--- src/rtl/div_bcd_formatter.sv ---
// -----------------------------------------------------------------------------
// div_bcd_formatter
//   Result stage behind the 8/4 restoring divider. It captures one
//   quotient/remainder pair and converts both values to packed BCD with a
//   serial shift-add-3 (double dabble) engine that handles one bit per clock.
//   It then holds the digits for a display/UART consumer under valid/ready.
//
//   Handshake: a transfer happens on a rising edge where valid and ready are
//   both high. in_ready is high only in IDLE. out_valid is high only in DONE,
//   and the result stays stable until out_ready is seen. Inputs presented
//   outside IDLE are ignored.
//
//   FSM state is visible on the ports: IDLE = in_ready, SHIFT = busy,
//   DONE = out_valid.
//
// Ports
//   clk        in   rising-edge clock
//   reset      in   synchronous, active-high reset
//   quoteint   in   divider quotient (QUOT_W bits)
//   remainder  in   divider remainder (REM_W bits)
//   in_valid   in   quoteint/remainder valid this cycle
//   in_ready   out  block idle; captures when in_valid is high
//   quot_bcd   out  {tens,ones} BCD of the quotient
//   rem_bcd    out  {hundreds,tens,ones} BCD of the remainder
//   out_valid  out  BCD outputs valid; held until out_ready
//   out_ready  in   consumer accepts the result
//   busy       out  conversion in progress (SHIFT)
//
// Optional feature (macro BCD_BLANK_EN)
//   This adds quot_blank[1:0] and rem_blank[2:0] (bit i = digit i). They are
//   registered together with the BCD digits. A bit is set when that digit and
//   all higher digits are zero. Digit 0 is never blanked.
// -----------------------------------------------------------------------------
module div_bcd_formatter #(
   parameter int REM_W  = 8,
   parameter int QUOT_W = 4,
   parameter int CNT_W  = 4
) (
   input  logic              clk,
   input  logic              reset,
   input  logic [QUOT_W-1:0] quoteint,
   input  logic [REM_W-1:0]  remainder,
   input  logic              in_valid,
   output logic              in_ready,
   output logic [7:0]        quot_bcd,
   output logic [11:0]       rem_bcd,
   output logic              out_valid,
   input  logic              out_ready,
`ifdef BCD_BLANK_EN
   output logic [1:0]        quot_blank,
   output logic [2:0]        rem_blank,
`endif
   output logic              busy
);

   typedef enum logic [1:0] {
      IDLE  = 2'd0,
      SHIFT = 2'd1,
      DONE  = 2'd2
   } state_t;

   state_t             state_q, state_d;
   logic [CNT_W-1:0]   cnt_q, cnt_d;
   logic [REM_W-1:0]   rsrc_q, rsrc_d;
   logic [REM_W-1:0]   qsrc_q, qsrc_d;
   logic [11:0]        racc_q, racc_d;
   logic [7:0]         qacc_q, qacc_d;
   logic [7:0]         quot_bcd_q, quot_bcd_d;
   logic [11:0]        rem_bcd_q, rem_bcd_d;
`ifdef BCD_BLANK_EN
   logic [1:0]         quot_blank_q, quot_blank_d;
   logic [2:0]         rem_blank_q, rem_blank_d;
`endif

   // Correct one BCD nibble before the shift so that it carries properly.
   // The input is at most 9, so the result is at most 12. It fits in 4 bits.
   function automatic logic [3:0] add3(input logic [3:0] n);
      return (n >= 4'd5) ? n + 4'd3 : n;
   endfunction

   logic [11:0] racc_corr;
   logic [7:0]  qacc_corr;

   assign racc_corr = {add3(racc_q[11:8]), add3(racc_q[7:4]), add3(racc_q[3:0])};
   assign qacc_corr = {add3(qacc_q[7:4]), add3(qacc_q[3:0])};

   always_comb begin
      state_d    = state_q;
      cnt_d      = cnt_q;
      rsrc_d     = rsrc_q;
      qsrc_d     = qsrc_q;
      racc_d     = racc_q;
      qacc_d     = qacc_q;
      quot_bcd_d = quot_bcd_q;
      rem_bcd_d  = rem_bcd_q;
`ifdef BCD_BLANK_EN
      quot_blank_d = quot_blank_q;
      rem_blank_d  = rem_blank_q;
`endif
      case (state_q)
         IDLE: begin
            if (in_valid) begin
               rsrc_d  = remainder;
               // The quotient is zero-extended so that both engines run in lockstep.
               qsrc_d  = {{(REM_W-QUOT_W){1'b0}}, quoteint};
               racc_d  = '0;
               qacc_d  = '0;
               cnt_d   = '0;
               state_d = SHIFT;
            end
         end
         SHIFT: begin
            // There are REM_W shift cycles (cnt 0..REM_W-1). The extra cycle
            // at cnt == REM_W publishes the accumulators. This gives the
            // 9-cycle accept-to-valid latency.
            if (cnt_q == CNT_W'(REM_W)) begin
               quot_bcd_d = qacc_q;
               rem_bcd_d  = racc_q;
`ifdef BCD_BLANK_EN
               quot_blank_d = {qacc_q[7:4] == 4'd0, 1'b0};
               rem_blank_d  = {racc_q[11:8] == 4'd0, racc_q[11:4] == 8'd0, 1'b0};
`endif
               state_d = DONE;
            end else begin
               racc_d = {racc_corr[10:0], rsrc_q[REM_W-1]};
               qacc_d = {qacc_corr[6:0], qsrc_q[REM_W-1]};
               rsrc_d = rsrc_q << 1;
               qsrc_d = qsrc_q << 1;
               cnt_d  = cnt_q + CNT_W'(1);
            end
         end
         DONE: begin
            if (out_ready) state_d = IDLE;
         end
         default: state_d = IDLE;
      endcase
   end

   always_ff @(posedge clk) begin
      if (reset) begin
         state_q    <= IDLE;
         cnt_q      <= '0;
         rsrc_q     <= '0;
         qsrc_q     <= '0;
         racc_q     <= '0;
         qacc_q     <= '0;
         quot_bcd_q <= '0;
         rem_bcd_q  <= '0;
`ifdef BCD_BLANK_EN
         quot_blank_q <= '0;
         rem_blank_q  <= '0;
`endif
      end else begin
         state_q    <= state_d;
         cnt_q      <= cnt_d;
         rsrc_q     <= rsrc_d;
         qsrc_q     <= qsrc_d;
         racc_q     <= racc_d;
         qacc_q     <= qacc_d;
         quot_bcd_q <= quot_bcd_d;
         rem_bcd_q  <= rem_bcd_d;
`ifdef BCD_BLANK_EN
         quot_blank_q <= quot_blank_d;
         rem_blank_q  <= rem_blank_d;
`endif
      end
   end

   assign in_ready  = (state_q == IDLE);
   assign busy      = (state_q == SHIFT);
   assign out_valid = (state_q == DONE);
   assign quot_bcd  = quot_bcd_q;
   assign rem_bcd   = rem_bcd_q;
`ifdef BCD_BLANK_EN
   assign quot_blank = quot_blank_q;
   assign rem_blank  = rem_blank_q;
`endif

endmodule

--- config.mk ---
export PLATFORM = sky130hd
export DESIGN_NAME = div_bcd_formatter
export DESIGN_NICKNAME = d
export VERILOG_FILES = /design/src/rtl/div_bcd_formatter.sv
export SDC_FILE = /design/constraint.sdc
export NUM_CORES = 1
export LEC_CHECK = 0
export BUFFER_PORTS_ARGS = -buffer_cell sky130_fd_sc_hd__buf_2
export CAP_MARGIN = 20
export CORE_MARGIN = 4
export CORE_UTILIZATION = 30
export CTS_BUF_LIST = sky130_fd_sc_hd__clkbuf_4 sky130_fd_sc_hd__clkbuf_8
export CTS_CLUSTER_DIAMETER = 200
export DETAILED_ROUTE_END_ITERATION = 8
export GPL_ROUTABILITY_DRIVEN = 0
export GPL_TIMING_DRIVEN = 1
export PLACE_DENSITY_LB_ADDON = 0.08
export SETUP_SLACK_MARGIN = 0.2
export SLEW_MARGIN = 20
export SYNTH_ARGS = -nofsm -noshare
export SYNTH_HDL_FRONTEND = slang
export SYNTH_SLANG_ARGS = --single-unit
--- constraint.sdc ---
create_clock -name clk -period 3.57 [get_ports clk]
set_clock_uncertainty 0.1 [all_clocks]
set_input_delay 0.5355 -clock clk [delete_from_list [all_inputs] [get_ports clk]]
set_output_delay 0.5355 -clock clk [all_outputs]
set_load 0.02 [all_outputs]
### Word level (Yosys, flattened, before mapping)

Index checks and enable logic that the tools add are counted.

* register bits: 62
* bits in latches: 0
* RAM bits: 0
* bits in read-only memories: 0
* logic and storage cells: 55
* memories: 0

* add/subtract/negate cells: 6
* multipliers: 0
* divide/modulo/power cells: 0
* $lt $le $gt $ge: 5
* eq/ne operators: 7
* shift-type cells: 0
* muxes and demuxes: 24
* bitwise logic cells: 0
* reductions and logical operators: 5

Operator list (number)
* 8-bit two-way mux: 6
* 8-bit one-hot mux with 2 select lines: 3
* 12-bit two-way mux: 2
* 12-bit one-hot mux with 2 select lines: 1
* 4-bit by 3-bit greater-or-equal comparator with 1-bit output, second input constant: 5
* 4-bit two-way mux: 5
* 4-bit by 2-bit adder with 4-bit output, second input constant: 3
* 4-bit one-hot mux with 2 select lines: 1
* 3-bit by 2-bit adder with 3-bit output, second input constant: 2
* 2-bit two-way mux: 3
* 3-bit two-way mux: 2
* 2-bit one-hot mux with 3 select lines: 1
* 3-bit AND reduction: 2
* 4-bit by 1-bit adder with 4-bit output, second input constant: 1
* 4-bit == test, second input constant: 1
* 2-bit by 1-bit != test with 1-bit output, second input constant: 2
* 2-bit != test, second input constant: 2
* 2-bit by 1-bit == test with 1-bit output, second input constant: 1
* 2-bit == test, second input constant: 1
* 2-bit logical NOT: 1
* 2-bit AND reduction: 1
* 2-bit nonzero test: 1

### Logic depth before layout (Yosys ltp)

* word-level depth: 4
* gate-level depth with buffers: 8

### Worst setup path after synthesis

Ideal clock, no wire load.

* path kind: register -> register
* from: reg cnt_q[0]
* to: reg cnt_q[3]
* library setup time: 70 ps
* arrival time: 1697 ps
* setup slack: 1703 ps
* cell stages (with the launch flop): 8
* path buffers: 1
* period minus slack after synthesis: 1867 ps
* path through: dfxtp_1 inv_1 ha_1 and3b_1 a211o_1 buf_2 or3_1 a21boi_1

* cells in the longest elaborated chain, start to end: 3
* elaborated cells between the ends (all ways): 6

RTL lines
* start: declaration: RTL line 63 `logic [CNT_W-1:0] cnt_q, cnt_d;`
* start signal: assignment: RTL line 155 `cnt_q <= cnt_d;`
* 4-bit by 1-bit adder with 4-bit output / 4-bit == test (equally long branches): RTL line 129, 116
* 4-bit two-way mux / 2-bit != test (equally long branches)
* 4-bit one-hot mux with 2 select lines / 3-bit AND reduction (equally long branches)

Several ways; a longest one is shown, not always the timed one. The select of a mux whose other input is x is not followed.
A chain may end at the register's enable or synchronous reset.

### Final worst setup path

* from: reg cnt_q[0]
* to: reg rsrc_q[6]

* cells in the longest elaborated chain, start to end: 3

RTL lines
* 4-bit == test: RTL line 116 `if (cnt_q == CNT_W'(REM_W)) begin`
* 2-bit != test (no line)
* 3-bit AND reduction (no line)
* end signal: assignment: RTL line 156 `rsrc_q <= rsrc_d;`
* end: declaration: RTL line 64 `logic [REM_W-1:0] rsrc_q, rsrc_d;`

Every way passes these cells.

==> flow_summary.html <==
<table>
<tr><th>Metric</th><th>Value</th></tr>
<tr><th colspan="2">Run status</th></tr>
<tr><td>Result of the run</td><td>complete, no violations</td></tr>
<tr><th colspan="2">Synth</th></tr>
<tr><td>Post-Syn Nets</td><td>369</td></tr>
<tr><td>Top cell types by occurrence after synthesis</td><td>sky130_fd_sc_hd__nand2_1 (68), sky130_fd_sc_hd__dfxtp_1 (62), sky130_fd_sc_hd__a21oi_1 (35)</td></tr>
<tr><td>Number of enable flip-flop cells after synthesis</td><td>0</td></tr>
<tr><td>Synth Cell Area</td><td>2750 µm²</td></tr>
<tr><td>Mapped Cells</td><td>341</td></tr>
<tr><td>YS warnings</td><td>0</td></tr>
<tr><td>Area leader, netlist</td><td>sky130_fd_sc_hd__dfxtp_1</td></tr>
<tr><td>Yosys top cell area share</td><td>0.451</td></tr>
<tr><td>Post-synthesis sequential area ratio</td><td>0.451</td></tr>
<tr><td>Synthesized area divided by synthesized cell count</td><td>8.08 µm²</td></tr>
<tr><td>Dominant register cell in the synthesized netlist</td><td>sky130_fd_sc_hd__dfxtp_1</td></tr>
<tr><td>Async set-or-reset flop fraction in the synthesized netlist</td><td>0</td></tr>
<tr><td>Most instantiated library cell after synthesis</td><td>sky130_fd_sc_hd__nand2_1</td></tr>
<tr><td>Number of distinct library cells after synthesis</td><td>34</td></tr>
<tr><td>Synthesized flop and latch total</td><td>62</td></tr>
<tr><td>Largest cells by area after synthesis</td><td>sky130_fd_sc_hd__dfxtp_1 (45%), sky130_fd_sc_hd__nand2_1 (9.3%), sky130_fd_sc_hd__a21oi_1 (6.4%)</td></tr>
<tr><th colspan="2">Timing</th></tr>
<tr><td>Max Freq</td><td>457 MHz</td></tr>
<tr><td>Final critical-path required period</td><td>2190 ps</td></tr>
<tr><td>Worst slew pin tran</td><td>659 ps</td></tr>
<tr><td>Hold slack final</td><td>340 ps</td></tr>
<tr><td>Relative slew margins</td><td>0.561</td></tr>
<tr><td>Final clock period utilization by the worst path</td><td>0.614</td></tr>
<tr><td>Final hold viol count</td><td>0</td></tr>
<tr><td>Final sum of negative setup slack</td><td>0 ps</td></tr>
<tr><td>Unrepaired setup endpoints after global routing</td><td>false</td></tr>
<tr><td>Number of failing setup endpoints in the final timing report</td><td>0</td></tr>
<tr><td>Total count of max-transition violations in the final report</td><td>0</td></tr>
<tr><th colspan="2">Setup path</th></tr>
<tr><td>Critical Path Start Type</td><td>register</td></tr>
<tr><td>Critical path's slowest cell</td><td>sky130_fd_sc_hd__a211oi_2</td></tr>
<tr><td>Cells along the critical path</td><td>inv_1 &gt; ha_1 &gt; and3b_1 &gt; a211oi_2 &gt; buf_4 &gt; nor2_1 &gt; a311oi_1</td></tr>
<tr><td>Crit path capture type</td><td>register</td></tr>
<tr><td>Biggest cell delay along the critical path</td><td>480 ps</td></tr>
<tr><td>Critical path required time</td><td>3720 ps</td></tr>
<tr><td>Critical path fanouts, max</td><td>24</td></tr>
<tr><td>Worst path arrival time</td><td>2340 ps</td></tr>
<tr><td>Critical path start-end classification</td><td>register to register</td></tr>
<tr><th colspan="2">Power and ir drop</th></tr>
<tr><td>Clock power share</td><td>0.433</td></tr>
<tr><td>Worst ir drop on vdd</td><td>0.000177 V</td></tr>
<tr><td>Switch Pwr</td><td>0.354 mW</td></tr>
<tr><td>Switching portion of total power</td><td>0.248</td></tr>
<tr><td>Cell-internal power</td><td>1.08 mW</td></tr>
<tr><td>Static leakage</td><td>1.26 nW</td></tr>
<tr><td>Comb power frac</td><td>0.066</td></tr>
<tr><td>Power per Cell Area</td><td>440 nW/µm²</td></tr>
<tr><td>Share of power burned in registers</td><td>0.501</td></tr>
<tr><th colspan="2">GRT</th></tr>
<tr><td>Global route total overflow</td><td>0</td></tr>
<tr><td>Pin count of the biggest net entering global routing</td><td>35</td></tr>
<tr><td>Wire length of the first global-routing pass</td><td>12000 µm</td></tr>
<tr><td>All-layer global routing usage</td><td>0.135</td></tr>
<tr><td>Initial antenna violation count</td><td>0</td></tr>
<tr><td>Number of global-route vias before repair</td><td>2392</td></tr>
<tr><th colspan="2">Clock network</th></tr>
<tr><td>Clock latency on the worst-skew pair</td><td>340 ps</td></tr>
<tr><td>CTS tree</td><td>yes</td></tr>
<tr><td>Hold buffer count at cts</td><td>0</td></tr>
<tr><td>Maximum clock path buffer count</td><td>2</td></tr>
<tr><td>Clock sink count</td><td>62</td></tr>
<tr><td>Number of buffers created by CTS</td><td>9</td></tr>
<tr><td>Buffer count from post-CTS setup fixing</td><td>0</td></tr>
<tr><td>Post-cts resize count</td><td>0</td></tr>
<tr><td># H-tree levels</td><td>3</td></tr>
<tr><td>Clock transition at path regs</td><td>70 ps</td></tr>
<tr><td>Root cell of the clock tree</td><td>sky130_fd_sc_hd__clkbuf_8</td></tr>
<tr><th colspan="2">Floorplanning</th></tr>
<tr><td>Overall die width</td><td>104 µm</td></tr>
<tr><td>Vertical extent of the die</td><td>104 µm</td></tr>
<tr><td>CORE AREA</td><td>8810 µm²</td></tr>
<tr><td>Total number of placement rows</td><td>34</td></tr>
<tr><td>Initial standard-cell utilization of the core</td><td>0.313</td></tr>
<tr><td>Area of the die</td><td>10800 µm²</td></tr>
<tr><td>Count of pins on the block boundary</td><td>39</td></tr>
<tr><th colspan="2">Final layout</th></tr>
<tr><td>Number of nets in the final layout</td><td>404</td></tr>
<tr><td>Synthesis-to-layout area growth</td><td>18.0%</td></tr>
<tr><td>Number of antenna diodes</td><td>0</td></tr>
<tr><td>Storage cell area</td><td>1240 µm²</td></tr>
<tr><td>Utilization after layout</td><td>0.369</td></tr>
<tr><td>Area of all placed cells without fillers</td><td>3250 µm²</td></tr>
<tr><td>Filler instances</td><td>925</td></tr>
<tr><td>Multi-input logic area</td><td>1380 µm²</td></tr>
<tr><td>Fraction of layout instances using a drive strength above 1</td><td>0.163</td></tr>
<tr><th colspan="2">Drt</th></tr>
<tr><td>Average via count per standard cell</td><td>4.95</td></tr>
<tr><td>DRT antenna net count</td><td>0</td></tr>
<tr><td>Number of iterations in the first detailed-routing pass</td><td>4</td></tr>
<tr><td>Detailed-route wire length per cell</td><td>14.1 µm</td></tr>
<tr><td>Number of vias after detailed routing</td><td>2420</td></tr>
<tr><td>Number of DRC markers in iteration 0</td><td>98</td></tr>
<tr><td>DRC Markers</td><td>0</td></tr>
<tr><td>Total routed wirelength</td><td>6890 µm</td></tr>
<tr><th colspan="2">Worst hold path</th></tr>
<tr><td>Hold Path Class</td><td>primary input to register</td></tr>
<tr><th colspan="2">Job</th></tr>
<tr><td>Max capacitance violation total</td><td>0</td></tr>
<tr><th colspan="2">Placement</th></tr>
<tr><td>DP Area</td><td>3050 µm²</td></tr>
<tr><td>Placed wire-length estimate</td><td>4700 µm</td></tr>
<tr><td>Count of input and output buffers</td><td>38</td></tr>
</table>
==> per-layer routing <==
metal / part of all wire / routed length (µm) / global-route usage
met1: 0.50 / 3460 / 0.183
met2: 0.44 / 3020 / 0.202
met5: 0 / 0 / 0
met3: 0.046 / 316 / 0.0454
met4: 0.014 / 93 / 0.0456
==> layout by cell type (no fill, tap or decap), drive strengths merged, types with 2 or more instances in the layout <==
cell,n
a211oi,2
a21boi,2
a21o,3
a21oi,35
a22oi,9
a311oi,10
a32o,3
and2,2
buf,45
clkbuf,10
clkinv,4
dfxtp,62
ha,12
inv,14
nand2,68
nand2b,7
nand3,13
nand4,2
nor2,30
nor2b,3
nor3,8
nor3b,5
o211ai,7
o21ai,9
o311ai,3
o32ai,3
o41ai,2
==> kinds of logic (layout without fill, tap and decap cells) <==
logic type,Yosys count,count (layout),share of synthesized area
AOI/OAI and AO/OA,90,90,0.217
adders and majority gates,12,12,0.0545
buffers and inverters,35,75,0.0504
DFF,62,62,0.451
and+or+nand+nor,142,142,0.228
==> path summary, 6_finish.rpt <==
path	start	endpoint	slack [ps]	cells past startpoint
min reg2reg	rem_bcd[0]	rem_bcd[0]	350	2
max reg2reg	cnt_q[0]	rsrc_q[6]	1380	7
min	remainder[0]	rsrc_q[0]	340	3
max	cnt_q[0]	rsrc_q[6]	1380	7
==> worst max-delay path, delay by kind of cell (launching register included) <==
| family | cells | cell delay (ps) |
|---|---|---|
| DFF | 1 | 390 |
| and+or+nand+nor | 2 | 290 |
| AOI/OAI and AO/OA | 2 | 710 |
| adders and majority gates | 1 | 200 |
| buffers and inverters | 2 | 410 |
==> metrics by stage <==
step,setup WS [ps],cells,total power [mW]
floorplan,1700,341,0.794
finish,1380,489,1.43
global route,1170,489,1.50
detailed placement,1350,473,0.828
CTS,1380,489,1.45
global placement,1350,473,0.828
==> final cells by class <==
| class | instances | share of cell area |
|---|---|---|
| multi-input cells | 244 | 0.424 |
| inverters | 14 | 0.0162 |
| clock inverters | 6 | 0.0189 |
| clock buffers | 10 | 0.0424 |
| repair buffers | 45 | 0.0747 |
| well taps | 108 | 0.0416 |
| flip-flops and latches | 62 | 0.382 |
==> sequential cells by signal, summed over array words and instances (netlist names) <==
signal and count:
rsrc_q 8, state_q 2, quot_bcd 8, racc_q 12
cnt_q 4, qsrc_q 8, rem_bcd 12, qacc_q 8
==> power by group through the flow <==
stage	Combinational, mW	Sequential, mW	Clock [mW]
floorplan	0.0648	0.729	0
global placement	0.0961	0.732	0
CTS	0.0967	0.716	0.639
global route	0.108	0.718	0.672
finish	0.0944	0.716	0.620
detailed placement	0.0965	0.732	0
(Power assumes the default switching activity.)
